### config.mk
export PLATFORM = sky130hd
export DESIGN_NAME = cu_step_decoder
export DESIGN_NICKNAME = d
export VERILOG_FILES = /design/src/rtl/cu_pkg.sv /design/src/rtl/cu_opcode_len.sv /design/src/rtl/cu_step_decoder.sv
export SDC_FILE = /design/constraint.sdc
export NUM_CORES = 1
export LEC_CHECK = 0
export CORE_AREA = 2 2 71 73
export CTS_CLUSTER_SIZE = 20
export DETAILED_ROUTE_END_ITERATION = 6
export DIE_AREA = 0 0 73 75
export PLACE_DENSITY = 0.69
export SETUP_SLACK_MARGIN = 0.15
export SLEW_MARGIN = 10
export SYNTH_ARGS = -nofsm -noshare
export SYNTH_HDL_FRONTEND = slang
export SYNTH_SLANG_ARGS = --single-unit
### constraint.sdc
create_clock -name i_Clk -period 4.49 [get_ports i_Clk]
set_input_delay 0.6735 -clock i_Clk [delete_from_list [all_inputs] [get_ports i_Clk]]
set_output_delay 0.6735 -clock i_Clk [all_outputs]
set_load 0.02 [all_outputs]
### src/rtl/cu_pkg.sv
// Shared definitions for the control-unit step decoder: state encoding,
// fixed step counts and the set of opcodes that lock up the core.
package cu_pkg;

    typedef enum logic [2:0] {
        SYNC     = 3'd0,
        FETCH    = 3'd1,
        EXEC     = 3'd2,
        CB_FETCH = 3'd3,
        CB_EXEC  = 3'd4,
        HALT     = 3'd5,
        INT      = 3'd6,
        LOCK     = 3'd7
    } state_t;

    localparam logic [4:0] FETCH_LEN         = 5'd4;
    localparam int         INT_STEPS_DEFAULT = 20;
    localparam logic [7:0] OP_CB_PREFIX      = 8'hCB;
    localparam logic [7:0] OP_HALT           = 8'h76;

    // Unused slots of the main opcode page; fetching one hangs the core.
    function automatic logic is_illegal(input logic [7:0] op);
        case (op)
            8'hD3, 8'hDB, 8'hDD, 8'hE3, 8'hE4, 8'hEB,
            8'hEC, 8'hED, 8'hF4, 8'hFC, 8'hFD: is_illegal = 1'b1;
            default:                           is_illegal = 1'b0;
        endcase
    endfunction

endpackage

### src/rtl/cu_opcode_len.sv
// Instruction length in T-steps, fetch M-cycle(s) included. Decoded from the
// x/y/z fields of the opcode; the CB page only depends on the operand field.
module cu_opcode_len
    import cu_pkg::*;
(
    input  logic       i_Cb,
    input  logic [7:0] i_Opcode,
    output logic [4:0] o_Len
);

    logic [1:0] w_x;
    logic [2:0] w_y;
    logic [2:0] w_z;

    assign w_x = i_Opcode[7:6];
    assign w_y = i_Opcode[5:3];
    assign w_z = i_Opcode[2:0];

    always_comb begin
        o_Len = FETCH_LEN;
        if (i_Cb) begin
            o_Len = (w_z == 3'd6) ? 5'd16 : 5'd8;
        end else begin
            case (w_x)
                2'd0: begin
                    case (w_z)
                        3'd0: o_Len = (w_y == 3'd1) ? 5'd20 :
                                      ((w_y == 3'd0) || (w_y == 3'd2)) ? 5'd4 : 5'd12;
                        3'd1: o_Len = w_y[0] ? 5'd8 : 5'd12;
                        3'd2: o_Len = 5'd8;
                        3'd3: o_Len = 5'd8;
                        3'd4: o_Len = (w_y == 3'd6) ? 5'd12 : 5'd4;
                        3'd5: o_Len = (w_y == 3'd6) ? 5'd12 : 5'd4;
                        3'd6: o_Len = (w_y == 3'd6) ? 5'd12 : 5'd8;
                        default: o_Len = 5'd4;
                    endcase
                end
                2'd1: begin
                    if (i_Opcode == OP_HALT) begin
                        o_Len = 5'd4;
                    end else begin
                        o_Len = ((w_y == 3'd6) || (w_z == 3'd6)) ? 5'd8 : 5'd4;
                    end
                end
                2'd2: o_Len = (w_z == 3'd6) ? 5'd8 : 5'd4;
                default: begin
                    // Conditional control flow is budgeted at its taken length.
                    case (w_z)
                        3'd0: o_Len = (w_y < 3'd4) ? 5'd20 : (w_y == 3'd5) ? 5'd16 : 5'd12;
                        3'd1: o_Len = !w_y[0] ? 5'd12 : (w_y == 3'd5) ? 5'd4 :
                                      (w_y == 3'd7) ? 5'd8 : 5'd16;
                        3'd2: o_Len = (w_y < 3'd4) ? 5'd16 : w_y[0] ? 5'd16 : 5'd8;
                        3'd3: o_Len = (w_y == 3'd0) ? 5'd16 : 5'd4;
                        3'd4: o_Len = (w_y < 3'd4) ? 5'd24 : 5'd4;
                        3'd5: o_Len = !w_y[0] ? 5'd16 : (w_y == 3'd1) ? 5'd24 : 5'd4;
                        3'd6: o_Len = 5'd8;
                        default: o_Len = 5'd16;
                    endcase
                end
            endcase
        end
    end

endmodule

### src/rtl/cu_step_decoder.sv
// Sequencer beside the T-step counter: turns the current step and fetched
// opcode into counter enable/reset plus fetch, IR-load and interrupt strobes.
module cu_step_decoder
    import cu_pkg::*;
#(
    parameter int STEPS_PER_MCYCLE = 4,
    parameter int INT_STEPS        = INT_STEPS_DEFAULT
) (
    input  logic       i_Clk,
    input  logic       i_Reset_n,
    input  logic [4:0] i_Step,
    input  logic [7:0] i_Mem_Data,
    input  logic       i_Mem_Ready,
    input  logic       i_Int_Pending,
    input  logic       i_Ime,
    output logic       o_Step_Enable,
    output logic       o_Step_Reset,
    output logic       o_Mem_Rd,
    output logic       o_Ir_Load,
    output logic       o_Pc_Inc,
    output logic       o_Int_Ack,
    output logic [7:0] o_Opcode,
    output logic       o_Cb_Mode,
    output logic [2:0] o_State
);

    localparam logic [4:0] FETCH_LAST    = 5'(STEPS_PER_MCYCLE - 1);
    localparam logic [4:0] CB_FETCH_LAST = 5'(2 * STEPS_PER_MCYCLE - 1);
    localparam logic [4:0] CB_FETCH_LEN  = 5'(2 * STEPS_PER_MCYCLE);
    localparam logic [4:0] INT_LAST      = 5'(INT_STEPS - 1);

    state_t     r_state;
    state_t     w_next_state;
    logic [7:0] r_opcode;
    logic [7:0] w_next_opcode;
    logic       r_cb;
    logic       w_next_cb;
    logic       w_fetching;
    logic       w_lu_cb;
    logic [7:0] w_lu_op;
    logic [4:0] w_len;
    logic       w_eoi;
    logic       w_update;

    // While fetching, the length must come from the byte on the bus, not the latch.
    assign w_fetching = (r_state == FETCH) || (r_state == CB_FETCH);
    assign w_lu_cb    = (r_state == CB_FETCH) || ((r_state != FETCH) && r_cb);
    assign w_lu_op    = w_fetching ? i_Mem_Data : r_opcode;

    cu_opcode_len u_len (
        .i_Cb     (w_lu_cb),
        .i_Opcode (w_lu_op),
        .o_Len    (w_len)
    );

    always_comb begin
        w_next_state  = r_state;
        w_next_opcode = r_opcode;
        w_next_cb     = r_cb;
        w_eoi         = 1'b0;
        o_Step_Enable = 1'b0;
        o_Step_Reset  = 1'b0;
        o_Mem_Rd      = 1'b0;
        o_Ir_Load     = 1'b0;
        o_Pc_Inc      = 1'b0;
        o_Int_Ack     = 1'b0;

        case (r_state)
            SYNC: begin
                o_Step_Enable = 1'b1;
                o_Step_Reset  = 1'b1;
                w_next_state  = FETCH;
            end
            FETCH, CB_FETCH: begin
                o_Mem_Rd = 1'b1;
                if (i_Mem_Ready) begin
                    o_Step_Enable = 1'b1;
                    if ((r_state == FETCH) && (i_Step == FETCH_LAST)) begin
                        o_Ir_Load     = 1'b1;
                        o_Pc_Inc      = 1'b1;
                        w_next_opcode = i_Mem_Data;
                        if (i_Mem_Data == OP_CB_PREFIX) begin
                            w_next_state = CB_FETCH;
                        end else if (is_illegal(i_Mem_Data)) begin
                            w_next_state = LOCK;
                        end else if (w_len == FETCH_LEN) begin
                            w_eoi = 1'b1;
                        end else begin
                            w_next_state = EXEC;
                        end
                    end else if ((r_state == CB_FETCH) && (i_Step == CB_FETCH_LAST)) begin
                        o_Ir_Load     = 1'b1;
                        o_Pc_Inc      = 1'b1;
                        w_next_opcode = i_Mem_Data;
                        w_next_cb     = 1'b1;
                        if (w_len == CB_FETCH_LEN) begin
                            w_eoi = 1'b1;
                        end else begin
                            w_next_state = CB_EXEC;
                        end
                    end
                end
            end
            EXEC, CB_EXEC: begin
                o_Step_Enable = 1'b1;
                w_eoi         = (i_Step == (w_len - 5'd1));
            end
            HALT: begin
                o_Step_Reset = 1'b1;
                if (i_Int_Pending) begin
                    w_next_state = i_Ime ? INT : FETCH;
                end
            end
            INT: begin
                o_Step_Enable = 1'b1;
                if (i_Step == INT_LAST) begin
                    o_Int_Ack    = 1'b1;
                    o_Step_Reset = 1'b1;
                    w_next_state = FETCH;
                end
            end
            default: begin
            end
        endcase

        // HALT outranks a pending interrupt; CB-page 0x76 is a BIT op, not HALT.
        if (w_eoi) begin
            o_Step_Enable = 1'b1;
            o_Step_Reset  = 1'b1;
            if (!w_next_cb && (w_next_opcode == OP_HALT)) begin
                w_next_state = HALT;
            end else if (i_Int_Pending && i_Ime) begin
                w_next_state = INT;
            end else begin
                w_next_state = FETCH;
            end
        end

        if (w_next_state == FETCH) begin
            w_next_cb = 1'b0;
        end
    end

    assign w_update = o_Step_Enable || (r_state == SYNC) || (r_state == HALT);

    always_ff @(posedge i_Clk or negedge i_Reset_n) begin
        if (!i_Reset_n) begin
            r_state  <= SYNC;
            r_opcode <= 8'h00;
            r_cb     <= 1'b0;
        end else if (w_update) begin
            r_state  <= w_next_state;
            r_opcode <= w_next_opcode;
            r_cb     <= w_next_cb;
        end
    end

    assign o_Opcode  = r_opcode;
    assign o_Cb_Mode = r_cb;
    assign o_State   = r_state;

endmodule

# ---- Yosys cells after proc, flatten, opt, wreduce, memory -nomap -nowiden
# Cells that the tools add are included.
dict set report totals {
  register_bits 12
  latch_bits 0
  ramBits 0
  romBits 0
  n_memories 0
}
dict set report classes {
  addsub 1
  multipliers 0
  div 0
  magnitude_cmp 1
  eq_ne 41
  n_shift 0
  n_mux 73
  n_bitwise 0
  n_reduce_logical 23
}
# op count
set op_table {}
lappend op_table {{equality test 8 bit (second input constant)} 12}
lappend op_table {{2-to-1 mux 5 bit} 15}
lappend op_table {{2-to-1 mux 3 bit} 15}
lappend op_table {{2-to-1 mux 8 bit} 5}
lappend op_table {{one-hot mux 5 bit (7 select lines)} 1}
lappend op_table {{equality test 3 bit (second input constant)} 9}
lappend op_table {{2-to-1 mux 1 bit} 27}
lappend op_table {{one-hot mux 5 bit (5 select lines)} 1}
lappend op_table {{equality test 8 x 7 -> 1 bit (second input constant)} 2}
lappend op_table {{2-to-1 mux 4 bit} 4}
lappend op_table {{equality test 3 x 2 -> 1 bit (second input constant)} 5}
lappend op_table {{one-hot mux 5 bit (3 select lines)} 1}
lappend op_table {{equality test 3 x 1 -> 1 bit (second input constant)} 4}
lappend op_table {{one-hot mux 3 bit (4 select lines)} 1}
lappend op_table {{OR reduction 11 bit} 1}
lappend op_table {{equality test 5 x 3 -> 1 bit (second input constant)} 2}
lappend op_table {{OR reduction 2 bit} 5}
lappend op_table {{logical NOT 3 bit} 3}
lappend op_table {{logical OR 1 bit} 6}
lappend op_table {{one-hot mux 1 bit (2 select lines)} 3}
lappend op_table {{equality test 5 x 2 -> 1 bit (second input constant)} 1}
lappend op_table {{equality test 5 x 4 -> 1 bit (second input constant)} 1}
lappend op_table {{equality test 5 bit} 1}
lappend op_table {{equality test 5 bit (second input constant)} 1}
lappend op_table {{other kinds (9)} 13}

# ---- Depth between registers and ports, before layout
dict set report logic_depth {
  word_depth 20
  mapped_depth 18
  ltp_nobuf 15
}

# ---- Cells and area by module
# From an unflattened synthesis, not the netlist that was laid out.
dict set report unflattened {
  cells_unflattened 234
  hier_area_um2 1747.9
}
# mod n_inst cells_each area_per_inst_um2
set by_module_without_submodules {}
lappend by_module_without_submodules {cu_step_decoder 1 163 1277.5}
lappend by_module_without_submodules {cu_opcode_len 1 71 470.5}

# ---- Worst setup path before layout
# No wires, ideal clock.
dict set report synth_path {
  kind {flip-flop to output port}
  from {reg r_state[2], in the netlist o_State[2]}
  to {out o_Step_Reset}
  t_arrival_ps 3481
  required_time_ps 3817
  setup_slack_ps 335
  path_stages_with_launch 17
  n_path_buf 3
  path_cell_list {dfrtp_1 -> buf_4 -> nand2b_4 -> inv_2 -> buf_6 -> buf_6 -> mux2i_1 -> o21ai_0 -> a211oi_1 -> o21ai_0 -> a31oi_1 -> inv_1 -> ha_1 -> mux2_2 -> and3_1 -> a21o_2 -> or3_1}
}
dict set report synth_between {
  elab_chain_cells 18
  word_cells_on_any_way 77
  cone_classes {add/sub (1); order compare (1); eq/ne (24); mux (35); reduce/logical (16)}
}
# item line
set synth_rtl {}
lappend synth_rtl {{from (decl)} cu_step_decoder.sv:32} ;# state_t r_state;
lappend synth_rtl {{from (signal assigned)} cu_step_decoder.sv:152} ;# r_state <= w_next_state;
lappend synth_rtl {{equality test 3 x 1 -> 1 bit / equality test 3 x 2 -> 1 bit (equally long branches)} -}
lappend synth_rtl {{logical OR 1 bit} cu_step_decoder.sv:46} ;# assign w_fetching = (r_state == FETCH) || (r_state == CB_FETCH);
lappend synth_rtl {{2-to-1 mux 8 bit} cu_step_decoder.sv:48} ;# assign w_lu_op = w_fetching ? i_Mem_Data : r_opcode;
lappend synth_rtl {{equality test 3 bit (tied with other cells)} cu_opcode_len.sv:51} ;# (w_y == 3'd7) ? 5'd8 : 5'd16;
lappend synth_rtl {{2-to-1 mux 5 bit / logical OR 1 bit (equally long branches)} {cu_opcode_len.sv:51, cu_opcode_len.sv:28}}
lappend synth_rtl {{2-to-1 mux 5 bit / 2-to-1 mux 4 bit (equally long branches)} {cu_opcode_len.sv:50, cu_opcode_len.sv:28}}
lappend synth_rtl {{2-to-1 mux 5 bit, on equally long branches} {cu_opcode_len.sv:50, cu_opcode_len.sv:27}}
lappend synth_rtl {{one-hot mux 5 bit (7 select lines) / one-hot mux 5 bit (5 select lines) (equally long branches)} {cu_opcode_len.sv:48, cu_opcode_len.sv:26}}
lappend synth_rtl {{[... 2 more ...]} -}
lappend synth_rtl {{equality test 5 x 3 -> 1 bit} cu_step_decoder.sv:86} ;# end else if (w_len == FETCH_LEN) begin
lappend synth_rtl {{2-to-1 mux 1 bit} cu_step_decoder.sv:86}
lappend synth_rtl {{2-to-1 mux 1 bit} cu_step_decoder.sv:84} ;# end else if (is_illegal(i_Mem_Data)) begin
lappend synth_rtl {{2-to-1 mux 1 bit} cu_step_decoder.sv:82} ;# if (i_Mem_Data == OP_CB_PREFIX) begin
lappend synth_rtl {{2-to-1 mux 1 bit} cu_step_decoder.sv:78} ;# if ((r_state == FETCH) && (i_Step == FETCH_LAST)) begin
lappend synth_rtl {{2-to-1 mux 1 bit} cu_step_decoder.sv:76} ;# if (i_Mem_Ready) begin
lappend synth_rtl {{one-hot mux 1 bit (2 select lines)} cu_step_decoder.sv:68} ;# case (r_state)
lappend synth_rtl {{2-to-1 mux 1 bit (*)} cu_step_decoder.sv:127} ;# if (w_eoi) begin
lappend synth_rtl {{to (decl)} cu_step_decoder.sv:17} ;# output logic o_Step_Reset,
# Mark *: on every way between the ends. The rest lies on a longest branch, timed or not.

# ---- Final worst setup path
# Ends and elaborated chain as after synthesis.

==> flow_summary.yaml <==
drt:
  wl_met1_mm: 2.72
  first_pass_iters: 6
  vias_per_cell: 5.97
  remaining_drc_errors: 0
  post_drt_wl_per_cell_um: 16.9
  totalWireLength_mm: 6.15
  vias: 2174
  ant_nets: 0
  dr_wl_met2_mm: 2.93
  drt_iter0_drc: 194
  wl_met3_um: 416
  highest_layer: "met4"
synth:
  synthArstFlopShare_pct: 100
  synth.most_common_cell: "nand2_1"
  syn_nets: 252
  synth_ff_type: "dfrtp_1"
  ys_ff_latch: 12
  synthCells: 231
  synth_top_area_share_pct: 16.4
  ys_types: 67
  ys_warn_count: 0
  synth.cell_area_um2: 1830
  ys_seq_area_share_pct: 16.4
  synth_area_leaders: "dfrtp_1, mux2i_1, mux2_2"
  syn_area_per_cell_um2: 7.91
  synthTopCellsByCount: "nand2_1, mux2i_1, dfrtp_1, nor2_1, o21ai_0"
  synth_edf_count: 0
  synth_top_cell_by_area: "dfrtp_1"
cts:
  clock_latency_ns: 0.23
  cts.path.max_buffers: 2
  cts_root_buf: "clkbuf_8"
  cts_hold_buffers: 0
  cts_tree: "built"
  cts.clk_slew.worst_paths_ns: 0.05
  htreeDepth: 1
  cts.sinks: 12
  numCtsBuffers: 3
setup_path:
  critPathMaxFanout: 6
  required_ns: 3.82
  worstRegToRegCells: 15
  crit_type: "register to primary output"
  arrival_ns: 3.64
  cp-end-kind: "primary output"
  worstSetupStartpointType: "register"
place:
  dp.cells: 355
  place.gp.congestion: 0.889
  hpwlAfterDp_mm: 4.46
  portBuffers: 35
cells_and_area:
  fill_cells: 373
  fin_cells: 364
  area_delta_synth_final_pct: 54.0
  finalNetCount: 333
  final_layout_size_suffix_gt1_share_pct: 36.5
  diodes: 0
sta:
  slew_headroom_pct: 59.4
  finalCritPeriodShare_pct: 96.1
  rsz0062_at_grt: "no"
  fin_skew_ns: 0.00325
  finalMaxSlewViolations: 0
  period_needed_ns: 4.32
  max_freq_mhz: 232
  finalSetupViolCount: 0
  hold_viol_final: 0
  worst_pin_slew_ns: 0.593
  setup_tns_ns: 0
grt:
  grt-ovfl-total: 0
  grt_usage_pct: 21.6
  grt_start_max_net_pins: 21
  grt_pass1_vias: 1929
  antenna_found_initial: 0
  grt_pass1_wl_mm: 9.32
pwr:
  leakage_nw: 1.16
  peakVddDrop_uv: 353
  power_density_nw_per_um2: 489
floorplanning:
  start_util_pct: 39.2
  num_rows: 25
  die_w_um: 73
  die_area_um2: 5480
  dieHeight_um: 75
  core_um2: 4660
  io_pins: 36
min_path:
  min_path_cells: 2
  hp-class: "register to register"
run_status:
  status: "finished clean"
job:
  cap_violations: 0
## sequential cells by signal, indices dropped and copies added, names as in the netlist
name	cells
o_Cb_Mode	1
o_Opcode	8
o_State	3
## worst max-delay path, stage by stage (launching register included)
cell	delay [ns]
dfrtp_1	0.38
buf_6	0.14
or4b_4	0.55
o31ai_4	0.08
a22oi_1	0.15
o31a_1	0.35
o2111a_2	0.31
ha_4	0.17
and3_4	0.14
mux2_2	0.25
and3_4	0.19
a21o_2	0.19
or3_1	0.38
buf_6	0.14
## where the power goes
group | leakage, nW | internal (mW) | switching, mW | total [mW]
Sequential | 0.155 | 0.143 | 0.0682 | 0.211
Combinational | 0.987 | 0.539 | 0.535 | 1.07
Clock | 0.0216 | 0.0585 | 0.0324 | 0.0908
Total | 1.16 | 0.740 | 0.636 | 1.38
## cells by family (layout without fill, tap and decap cells)
group	count (synthesis)	count (layout)	share of synthesized area (%)
simple gates	95	95	29.7
flops	12	12	16.4
xor+xnor	4	4	1.92
mux	25	25	15.0
fa+ha+maj	3	3	2.06
buf+inv	24	103	7.12
compound gates	68	68	27.7
## area by class of cell
type	count	area (um2)	area share (%)
Multi-Input combinational cell	195	1590	56.5
Timing Repair Buffer	89	767	27.3
Sequential cell	12	300	10.7
Tap cell	54	67.6	2.40
Inverter	11	48.8	1.73
Clock buffer	3	41.3	1.47
## placed cells by master (no fill, tap or decap), types with 3 or more instances in the layout
master / Yosys / layout
a211oi_1: 5 / 5
xnor2_1: 3 / 3
nand3_1: 10 / 10
o31ai_4: 2 / 3
and3_1: 6 / 4
nand2b_1: 8 / 8
clkbuf_8: 0 / 3
nand2_1: 22 / 21
o211ai_1: 4 / 4
clkbuf_2: 0 / 5
o21ai_0: 12 / 11
buf_4: 6 / 48
clkdlybuf4s50_1: 0 / 26
dfrtp_1: 12 / 12
a21oi_1: 10 / 7
a31oi_1: 7 / 5
a21oi_2: 0 / 3
nor3_1: 7 / 5
mux2_2: 8 / 8
mux2i_1: 13 / 8
buf_6: 2 / 5
nor2b_1: 7 / 7
nor2_1: 12 / 12
mux2i_2: 2 / 6
inv_1: 10 / 10
## per-layer routing
metal  up-vias  track usage, %
li1       1039               -
met1      1040            32.8
met2        84            34.2
met4         0            4.53
met3        11           0.803
met5         -               0
## stage by stage
| stage | hold slack (ns) | setup slack [ns] | power [mW] | util, % | cell area, um2 |
|---|---|---|---|---|---|
| after floorplan | 0.378 | 0.335 | 0.745 | - | 1830 |
| after global placement | 0.564 | -0.480 | 1.10 | 54.3 | 2530 |
| after detailed placement | 0.581 | -0.525 | 1.11 | 54.3 | 2530 |
| after CTS | 0.626 | 0.153 | 1.24 | 57.1 | 2660 |
| after global routing | 0.665 | 0.107 | 1.47 | 60.3 | 2810 |
| final | 0.626 | 0.174 | 1.38 | 60.3 | 2810 |
## path summary, 6_finish.rpt
kind,start,endpoint,slack (ns)
hold / removal,o_Opcode[2],o_Opcode[2],0.63
setup / recovery,o_State[2],o_Step_Reset,0.17
hold reg to reg,o_Opcode[2],o_Opcode[2],0.63
max in group asynchronous,i_Reset_n,o_Opcode[7],3.37
setup reg to reg,o_State[2],o_Cb_Mode,0.79
min in group asynchronous,i_Reset_n,o_Opcode[2],0.78
## timing repair
item,4_1_cts,5_1_grt
buffers inserted,2,4
resized for setup,29,40
endpoints found under the setup margin,1,1
pin swaps,9,11
Power figures use the tool's default switching activity.
